### config.mk
export PLATFORM = sky130hd
export DESIGN_NAME = light_timebase
export DESIGN_NICKNAME = d
export VERILOG_FILES = /design/src/rtl/light_pkg.sv /design/src/rtl/light_timebase_btn_debounce.sv /design/src/rtl/light_timebase.sv
export SDC_FILE = /design/constraint.sdc
export NUM_CORES = 1
export LEC_CHECK = 0
export CAP_MARGIN = 20
export CORE_MARGIN = 4
export CORE_UTILIZATION = 40
export CTS_BUF_LIST = sky130_fd_sc_hd__clkbuf_8
export DETAILED_ROUTE_END_ITERATION = 10
export PLACE_DENSITY_LB_ADDON = 0.3
export SYNTH_ARGS = -nofsm -noshare
export SYNTH_HDL_FRONTEND = slang
export SYNTH_SLANG_ARGS = --single-unit
### constraint.sdc
create_clock -name clk -period 2.9 [get_ports clk]
set_input_delay 0.435 -clock clk [delete_from_list [all_inputs] [get_ports clk]]
set_output_delay 0.435 -clock clk [all_outputs]
set_load 0.02 [all_outputs]
### src/rtl/light_pkg.sv
// ============================================================================
// Module      : light_pkg
// Description : Types and constants shared by the timebase and light controller.
// Revision    : 1.0 - initial release
// ============================================================================
`default_nettype none

package light_pkg;

   typedef enum logic [1:0] {
      S_LO   = 2'd0,
      S_RISE = 2'd1,
      S_HI   = 2'd2,
      S_FALL = 2'd3
   } deb_state_t;

   localparam int SEC_W      = 6;
   localparam int DEF_CLK_HZ = 24_000_000;

endpackage

`default_nettype wire

### src/rtl/light_timebase_btn_debounce.sv
// ============================================================================
// Module      : btn_debounce
// Description : Two-flop synchronizer plus counting debounce FSM for a button.
// Revision    : 1.0 - initial release
// ============================================================================
`default_nettype none

module btn_debounce
   import light_pkg::*;
#(
   parameter int DEB_CYCLES = 480_000
) (
   input  logic clk,
   input  logic reset,
   input  logic raw,
   output logic clean
);

   localparam int               CNT_W    = $clog2(DEB_CYCLES + 1);
   localparam logic [CNT_W-1:0] CNT_ONE  = CNT_W'(1);
   localparam logic [CNT_W-1:0] CNT_LAST = CNT_W'(DEB_CYCLES - 1);

   logic [1:0]       sync_q, sync_d;
   deb_state_t       state_q, state_d;
   logic [CNT_W-1:0] cnt_q, cnt_d;
   logic             clean_q, clean_d;
   logic             sample;

   assign sample = sync_q[1];
   assign clean  = clean_q;

   // The entry edge counts as the first stable sample, so the window closes
   // on the edge where the count would reach DEB_CYCLES.
   always_comb begin
      sync_d  = {sync_q[0], raw};
      state_d = state_q;
      cnt_d   = cnt_q;
      clean_d = clean_q;
      unique case (state_q)
         S_LO: begin
            if (sample) begin
               state_d = S_RISE;
               cnt_d   = CNT_ONE;
            end
         end
         S_RISE: begin
            if (!sample) begin
               state_d = S_LO;
               cnt_d   = '0;
            end else if (cnt_q >= CNT_LAST) begin
               state_d = S_HI;
               cnt_d   = '0;
               clean_d = 1'b1;
            end else begin
               cnt_d = cnt_q + CNT_ONE;
            end
         end
         S_HI: begin
            if (!sample) begin
               state_d = S_FALL;
               cnt_d   = CNT_ONE;
            end
         end
         S_FALL: begin
            if (sample) begin
               state_d = S_HI;
               cnt_d   = '0;
            end else if (cnt_q >= CNT_LAST) begin
               state_d = S_LO;
               cnt_d   = '0;
               clean_d = 1'b0;
            end else begin
               cnt_d = cnt_q + CNT_ONE;
            end
         end
         default: begin
            state_d = S_LO;
            cnt_d   = '0;
         end
      endcase
   end

   always_ff @(posedge clk or negedge reset) begin
      if (!reset) begin
         sync_q  <= '0;
         state_q <= S_LO;
         cnt_q   <= '0;
         clean_q <= 1'b0;
      end else begin
         sync_q  <= sync_d;
         state_q <= state_d;
         cnt_q   <= cnt_d;
         clean_q <= clean_d;
      end
   end

endmodule

`default_nettype wire

### src/rtl/light_timebase.sv
// ============================================================================
// Module      : light_timebase
// Description : 1 s tick, 0..59 seconds count and latched pedestrian request.
// Revision    : 1.0 - initial release
// ============================================================================
`default_nettype none

module light_timebase
   import light_pkg::*;
#(
   parameter int CLK_HZ     = DEF_CLK_HZ,
   parameter int SEC_WRAP   = 60,
   parameter int DEB_CYCLES = 480_000
) (
   input  logic             clk,
   input  logic             reset,
   input  logic             enable,
   input  logic             sync_clr,
   input  logic             btn_raw,
   input  logic             req_ack,
   output logic             tick_1s,
   output logic [SEC_W-1:0] saniye,
   output logic             minute_wrap,
   output logic             btn_clean,
   output logic             ped_req
);

   localparam int               PRE_W    = (CLK_HZ > 1) ? $clog2(CLK_HZ) : 1;
   localparam logic [PRE_W-1:0] PRE_LAST = PRE_W'(CLK_HZ - 1);
   localparam logic [SEC_W-1:0] SEC_LAST = SEC_W'(SEC_WRAP - 1);

   logic [PRE_W-1:0] pre_q, pre_d;
   logic [SEC_W-1:0] sec_q, sec_d;
   logic             tick_q, tick_d;
   logic             wrap_q, wrap_d;
   logic             clean_prev_q, clean_prev_d;
   logic             ped_req_q, ped_req_d;
   logic             clean_w;

   btn_debounce #(
      .DEB_CYCLES (DEB_CYCLES)
   ) u_debounce (
      .clk   (clk),
      .reset (reset),
      .raw   (btn_raw),
      .clean (clean_w)
   );

   always_comb begin
      pre_d  = pre_q;
      sec_d  = sec_q;
      tick_d = 1'b0;
      wrap_d = 1'b0;
      if (sync_clr) begin
         pre_d = '0;
         sec_d = '0;
      end else if (enable) begin
         if (pre_q == PRE_LAST) begin
            pre_d  = '0;
            tick_d = 1'b1;
            if (sec_q == SEC_LAST) begin
               sec_d  = '0;
               wrap_d = 1'b1;
            end else begin
               sec_d = sec_q + SEC_W'(1);
            end
         end else begin
            pre_d = pre_q + PRE_W'(1);
         end
      end
   end

   // A fresh press outranks a simultaneous ack so the press is never dropped.
   always_comb begin
      clean_prev_d = clean_w;
      ped_req_d    = ped_req_q;
      if (clean_w && !clean_prev_q) begin
         ped_req_d = 1'b1;
      end else if (req_ack) begin
         ped_req_d = 1'b0;
      end
   end

   always_ff @(posedge clk or negedge reset) begin
      if (!reset) begin
         pre_q        <= '0;
         sec_q        <= '0;
         tick_q       <= 1'b0;
         wrap_q       <= 1'b0;
         clean_prev_q <= 1'b0;
         ped_req_q    <= 1'b0;
      end else begin
         pre_q        <= pre_d;
         sec_q        <= sec_d;
         tick_q       <= tick_d;
         wrap_q       <= wrap_d;
         clean_prev_q <= clean_prev_d;
         ped_req_q    <= ped_req_d;
      end
   end

   assign tick_1s     = tick_q;
   assign saniye      = sec_q;
   assign minute_wrap = wrap_q;
   assign btn_clean   = clean_w;
   assign ped_req     = ped_req_q;

endmodule

`default_nettype wire

**Word level (Yosys, flattened, before mapping)**

Index checks and enable logic that the tools add are counted.

- Input bits: 6
- Output and inout port bits: 10
- Flip-flop bits (word level): 59

- Equal/unequal tests: 13
- Multiplexer cells: 34
- Add/sub/neg operators: 3
- Order comparisons: 1
- Reduce and logical (&&, ||, !) cells: 11

Operators by type and width:

| cell | count |
|---|---|
| $mux 19 | 5 |
| $pmux 19 s4 | 1 |
| $mux 25 | 3 |
| $add 25x1->25 const B | 1 |
| $eq 25x25->1 const B | 1 |
| $mux 6 | 4 |
| $add 19x1->19 const B | 1 |
| $ge 19x19->1 const B | 1 |
| $mux 1 | 13 |
| $mux 2 | 6 |
| $ne 2x1->1 const B | 4 |
| $pmux 2 s4 | 1 |
| $reduce_bool 2->1 | 4 |
| $add 6x1->6 const B | 1 |
| $eq 6x6->1 const B | 1 |
| $reduce_and 5->1 | 1 |
| $eq 2x2->1 const B | 2 |
| $ne 2x2->1 const B | 2 |
| $reduce_and 2->1 | 2 |
| $reduce_and 4->1 | 1 |
| $ne 3x1->1 const B | 1 |
| $ne 3x3->1 const B | 1 |
| $eq 2x1->1 const B | 1 |
| $logic_not 2->1 | 1 |
| other kinds (3) | 3 |

**Longest topological paths before layout**

- Depth after elaboration: 5
- Mapped depth: 7

**Hierarchy**

Synthesis repeated with hierarchy kept, for this count alone.

- Cells, all modules: 333
- Area total of the unflattened synthesis: 3163.0 µm²

Modules (own cells, without submodules):

| module | cells each | area an instance (µm²) | instances |
|---|---|---|---|
| light_timebase | 190 | 1821.7 | 1 |
| btn_debounce | 143 | 1341.3 | 1 |

**Worst setup path after synthesis**

No wires, ideal clock.

- Path kind: register -> register
- Start: register pre_q[20]
- End: register sec_q[2], in the netlist saniye[2]
- Data arrival time: 1.956 ns
- Data required time: 2.822 ns
- Clock period less this slack: 2.034 ns
- Library setup time: 0.078 ns
- Stages on the path, launching flop included: 6
- Buffers on the path: 0
- Path slack: 0.866 ns
- Path through: dfrtp_1 or4_4 nor4_4 nand4_2 or4_1 a21oi_1

- Word-level cells in the longest chain between the ends: 3

Ends and longest elaborated chain:

| element | RTL line | source |
|---|---|---|
| start: declaration | light_timebase.sv:32 | `logic [PRE_W-1:0] pre_q, pre_d;` |
| start signal: assignment | light_timebase.sv:93 | `pre_q <= pre_d;` |
| $eq 25x25->1 | light_timebase.sv:58 | `if (pre_q == PRE_LAST) begin` |
| $reduce_bool 2->1 (no line) | n/a |  |
| $reduce_and 2->1 (no line) | n/a |  |
| end signal: assignment | light_timebase.sv:87 | `sec_q <= '0;` |
| end signal: assignment | light_timebase.sv:94 | `sec_q <= sec_d;` |
| end: declaration | light_timebase.sv:33 | `logic [SEC_W-1:0] sec_q, sec_d;` |

Every way passes these cells.
A chain may end at the register's enable or synchronous reset.

**Worst setup path after layout**

- Start: register u_debounce.cnt_q[11]
- End: register u_debounce.cnt_q[12]

- Word-level cells in the longest chain between the ends: 4

Ends and longest elaborated chain:

| element | RTL line | source |
|---|---|---|
| start: declaration | light_timebase_btn_debounce.sv:25 | `logic [CNT_W-1:0] cnt_q, cnt_d;` |
| start signal: assignment | light_timebase_btn_debounce.sv:92 | `cnt_q <= cnt_d;` |
| $add 19x1->19 or $ge 19x19->1 (tied branches) | n/a |  |
| $mux 19 (*) | light_timebase_btn_debounce.sv:50, light_timebase_btn_debounce.sv:68 |  |
| $mux 19, on equally long branches | light_timebase_btn_debounce.sv:65, light_timebase_btn_debounce.sv:47 |  |
| $pmux 19 s4 (*) | light_timebase_btn_debounce.sv:39 | `unique case (state_q)` |

Mark *: on every way between the ends. The rest lies on a longest branch, timed or not.

==> impl_metrics.json <==
{
  "post-synth-top-count-cell": "dfrtp_1",
  "drc": 0,
  "via_count": 2582,
  "synth.area.top_cells": "dfrtp_1 (47%), a31oi_1 (5.0%), nor2_1 (4.2%), xor2_1 (3.7%), nand2_1 (3.5%)",
  "power_frac_comb_pct": 16.7,
  "drt-initial-drc-count": 188,
  "h-tree-depth": 3,
  "syn_area_um2": 3120,
  "switching_share_pct": 27.9,
  "ys_seq_area_share_pct": 47.4,
  "switchingPower_uw": 612,
  "arrival_ns": 2.62,
  "drive_above_1_share_pct": 8.72,
  "path_cells": "or4b_1 > nor4_1 > o31ai_4 > buf_4 > a41oi_1 > o31ai_1",
  "cp.required_ns": 3.13,
  "finalCriticalPeriod_ns": 2.40,
  "cts_buffers": 9,
  "cp-start-kind": "flip-flop",
  "leakage_uw": 0.00145,
  "outcome": "complete, no violations",
  "pwr-share-seq_pct": 41.5,
  "floorplan.initialDensity_pct": 42.1,
  "fin_crit_sh_pct": 82.6,
  "synth_edf_count": 0,
  "p_int_uw": 1580,
  "drv_slew": 0,
  "hold-worst-slack_ns": 0.103,
  "vias_per_cell": 5.54,
  "port-buffer-count": 15,
  "drv.max_cap_violation_count": 0,
  "async_flop_share_pct": 100,
  "synth_nets": 347,
  "cts_buffer_depth": 2,
  "area_delta_synth_final_pct": 17.5,
  "finalPower_uw": 2190,
  "hold_violations": 0,
  "dr.pass1.iters": 4,
  "clock_latency_ns": 0.35,
  "ctsRootBufferMaster": "clkbuf_8",
  "place_congestion": 0.862,
  "cts_sinks": 59,
  "avgSynthCellArea_um2": 9.22,
  "worst_slack_ns": 0.504,
  "clk_pin_slew_ns": 0.08,
  "cts_resized": 0,
  "synth-seq-cells": 59,
  "synth_common_cells": "dfrtp_1 (59), nor2_1 (35), nand2_1 (29)",
  "grt_use_total_pct": 16.1,
  "antenna_found_initial": 0,
  "finalSetupViolCount": 0,
  "power_density_nw_per_um2": 599,
  "globalRouteOverflowTotal": 0,
  "worstSetupEndpointType": "flip-flop",
  "worst-path-max-fanout": 24,
  "pin_count": 16,
  "fin_tns_setup_ns": 0,
  "ant_nets": 0,
  "yosys_warnings": 0,
  "crit_path_top_delay_cell": "or4b_1",
  "slowest_delay_ns": 0.56,
  "rsz0062_at_grt": "false",
  "wl_per_cell_um": 14.4,
  "grt_first_pass_wirelength_um": 11600,
  "hold_path.class": "input pin to asynchronous set/reset pin",
  "clkPwrFrac_pct": 41.8,
  "peakVddDrop_mv": 0.275,
  "relSlewSlack_pct": 48.2,
  "hold_buffers": 0,
  "die_h_um": 96.3,
  "synth_top_cell_by_area": "dfrtp_1",
  "tightest_slew_ns": 0.770,
  "core_um2": 7410,
  "grt_pass1_vias": 2436,
  "ys_types": 48,
  "cts_tree": "built",
  "dieArea_um2": 9270,
  "nNetsFinal": 371,
  "cts_setup_buffers": 0,
  "wirelength_um": 6710,
  "ys.flop_type": "dfrtp_1",
  "fmax_ghz": 0.417,
  "num_antenna_cells": 0,
  "yosysTopAreaCellShare_pct": 47.4,
  "fp.dieW_um": 96.3,
  "dp_hpwl_um": 4730,
  "fin_skew_ns": 0.0140,
  "dp_slack_ns": 0.542,
  "fin_util_pct": 49.5,
  "grt_start_max_net_pins": 34,
  "rows": 31,
  "synthCells": 338,
  "critPathKind": "flip-flop to flip-flop"
}
-- power by group through the flow --
| stage | Sequential (uW) | Clock [uW] | Combinational (uW) |
|---|---|---|---|
| 2_1_floorplan | 912 | 0 | 260 |
| 3_3_place_gp | 923 | 0 | 361 |
| 3_5_place_dp | 926 | 0 | 368 |
| 4_1_cts | 911 | 940 | 369 |
| 5_1_grt | 917 | 976 | 413 |
| 6_report | 911 | 917 | 366 |
-- final cells by class --
type | count | area (um^2)
clock buffers | 10 | 138
inverters | 15 | 56.3
well taps | 99 | 124
repair buffers | 23 | 205
multi-input cells | 254 | 1560
flip-flops and latches | 59 | 1480
clock inverters | 6 | 104
fillers | 709 | 3740
-- critical path: cells and delay by family, from the launching register on --
family	cells	cell delay, ns
flip-flops	1	0.44
buffers and inverters	1	0.25
AO/OA/AOI/OAI	3	0.50
AND/OR/NAND/NOR	2	1.07
-- metrics by stage --
step | area [um^2] | std cells
after detailed placement | 3420 | 450
after global routing | 3660 | 466
after CTS | 3660 | 466
after global placement | 3420 | 450
final | 3660 | 466
after floorplan | 3120 | 338
-- path summary, 6_finish.rpt --
path	from	endpoint	slack (ns)	cells after the start
max in group asynchronous	reset	pre_q[11]	2.46	2
min in group clk	u_debounce.sync_q[0]	u_debounce.sync_q[1]	0.36	0
hold / removal	reset	u_debounce.cnt_q[8]	0.10	2
setup reg to reg	u_debounce.cnt_q[11]	u_debounce.cnt_q[12]	0.50	6
setup / recovery	u_debounce.cnt_q[11]	u_debounce.cnt_q[12]	0.50	6
hold reg to reg	u_debounce.sync_q[0]	u_debounce.sync_q[1]	0.36	0
-- cells by family after synthesis --
logic type | count (synthesis) | share of synthesized area [%]
AO/OA/AOI/OAI | 68 | 14.0
XOR/XNOR | 19 | 5.34
adder cells (fa/ha/maj) | 3 | 1.20
buffers and inverters | 25 | 3.05
flip-flops | 59 | 47.4
multiplexers | 3 | 1.04
AND/OR/NAND/NOR | 161 | 28.0
-- registers in the layout, indices dropped and copies added (netlist names), named ones only --
name                cells
saniye                  6
ped_req                 1
u_debounce.cnt_q       19
u_debounce.sync_q       2
pre_q                  25
minute_wrap             1
tick_1s                 1
clean_prev_q            1
u_debounce.clean        1
u_debounce.state_q      1
-- cell usage in the layout, fill, tap and decap left out, drive strengths merged, types with 3 or more instances in the layout --
cell,netlist,final
a31oi,25,25
and3,7,7
xor2,13,13
nand4,18,18
xnor2,6,6
o211ai,3,3
nor3,3,3
clkdlybuf4s50,0,14
nor2,35,35
a41oi,3,3
or3,4,4
nand2,29,29
bufinv,0,3
or2,4,4
ha,3,3
o22ai,3,3
buf,1,9
o21ai,11,11
inv,15,16
dfrtp,59,59
nor4,13,13
nand2b,3,3
and2,5,5
clkbuf,9,10
nand3,20,20
or4,5,5
a21oi,10,10
nand3b,10,10
-- routing by layer --
metal  part of all wire [%]  track usage (%)  vias to the layer above
li1                       -                -                     1297
met1                     53             23.4                     1242
met3                    2.4             2.35                       10
met5                      0                0                        -
met4                    2.1             8.88                        0
met2                     43             22.8                       33
Power figures use the tool's default switching activity.
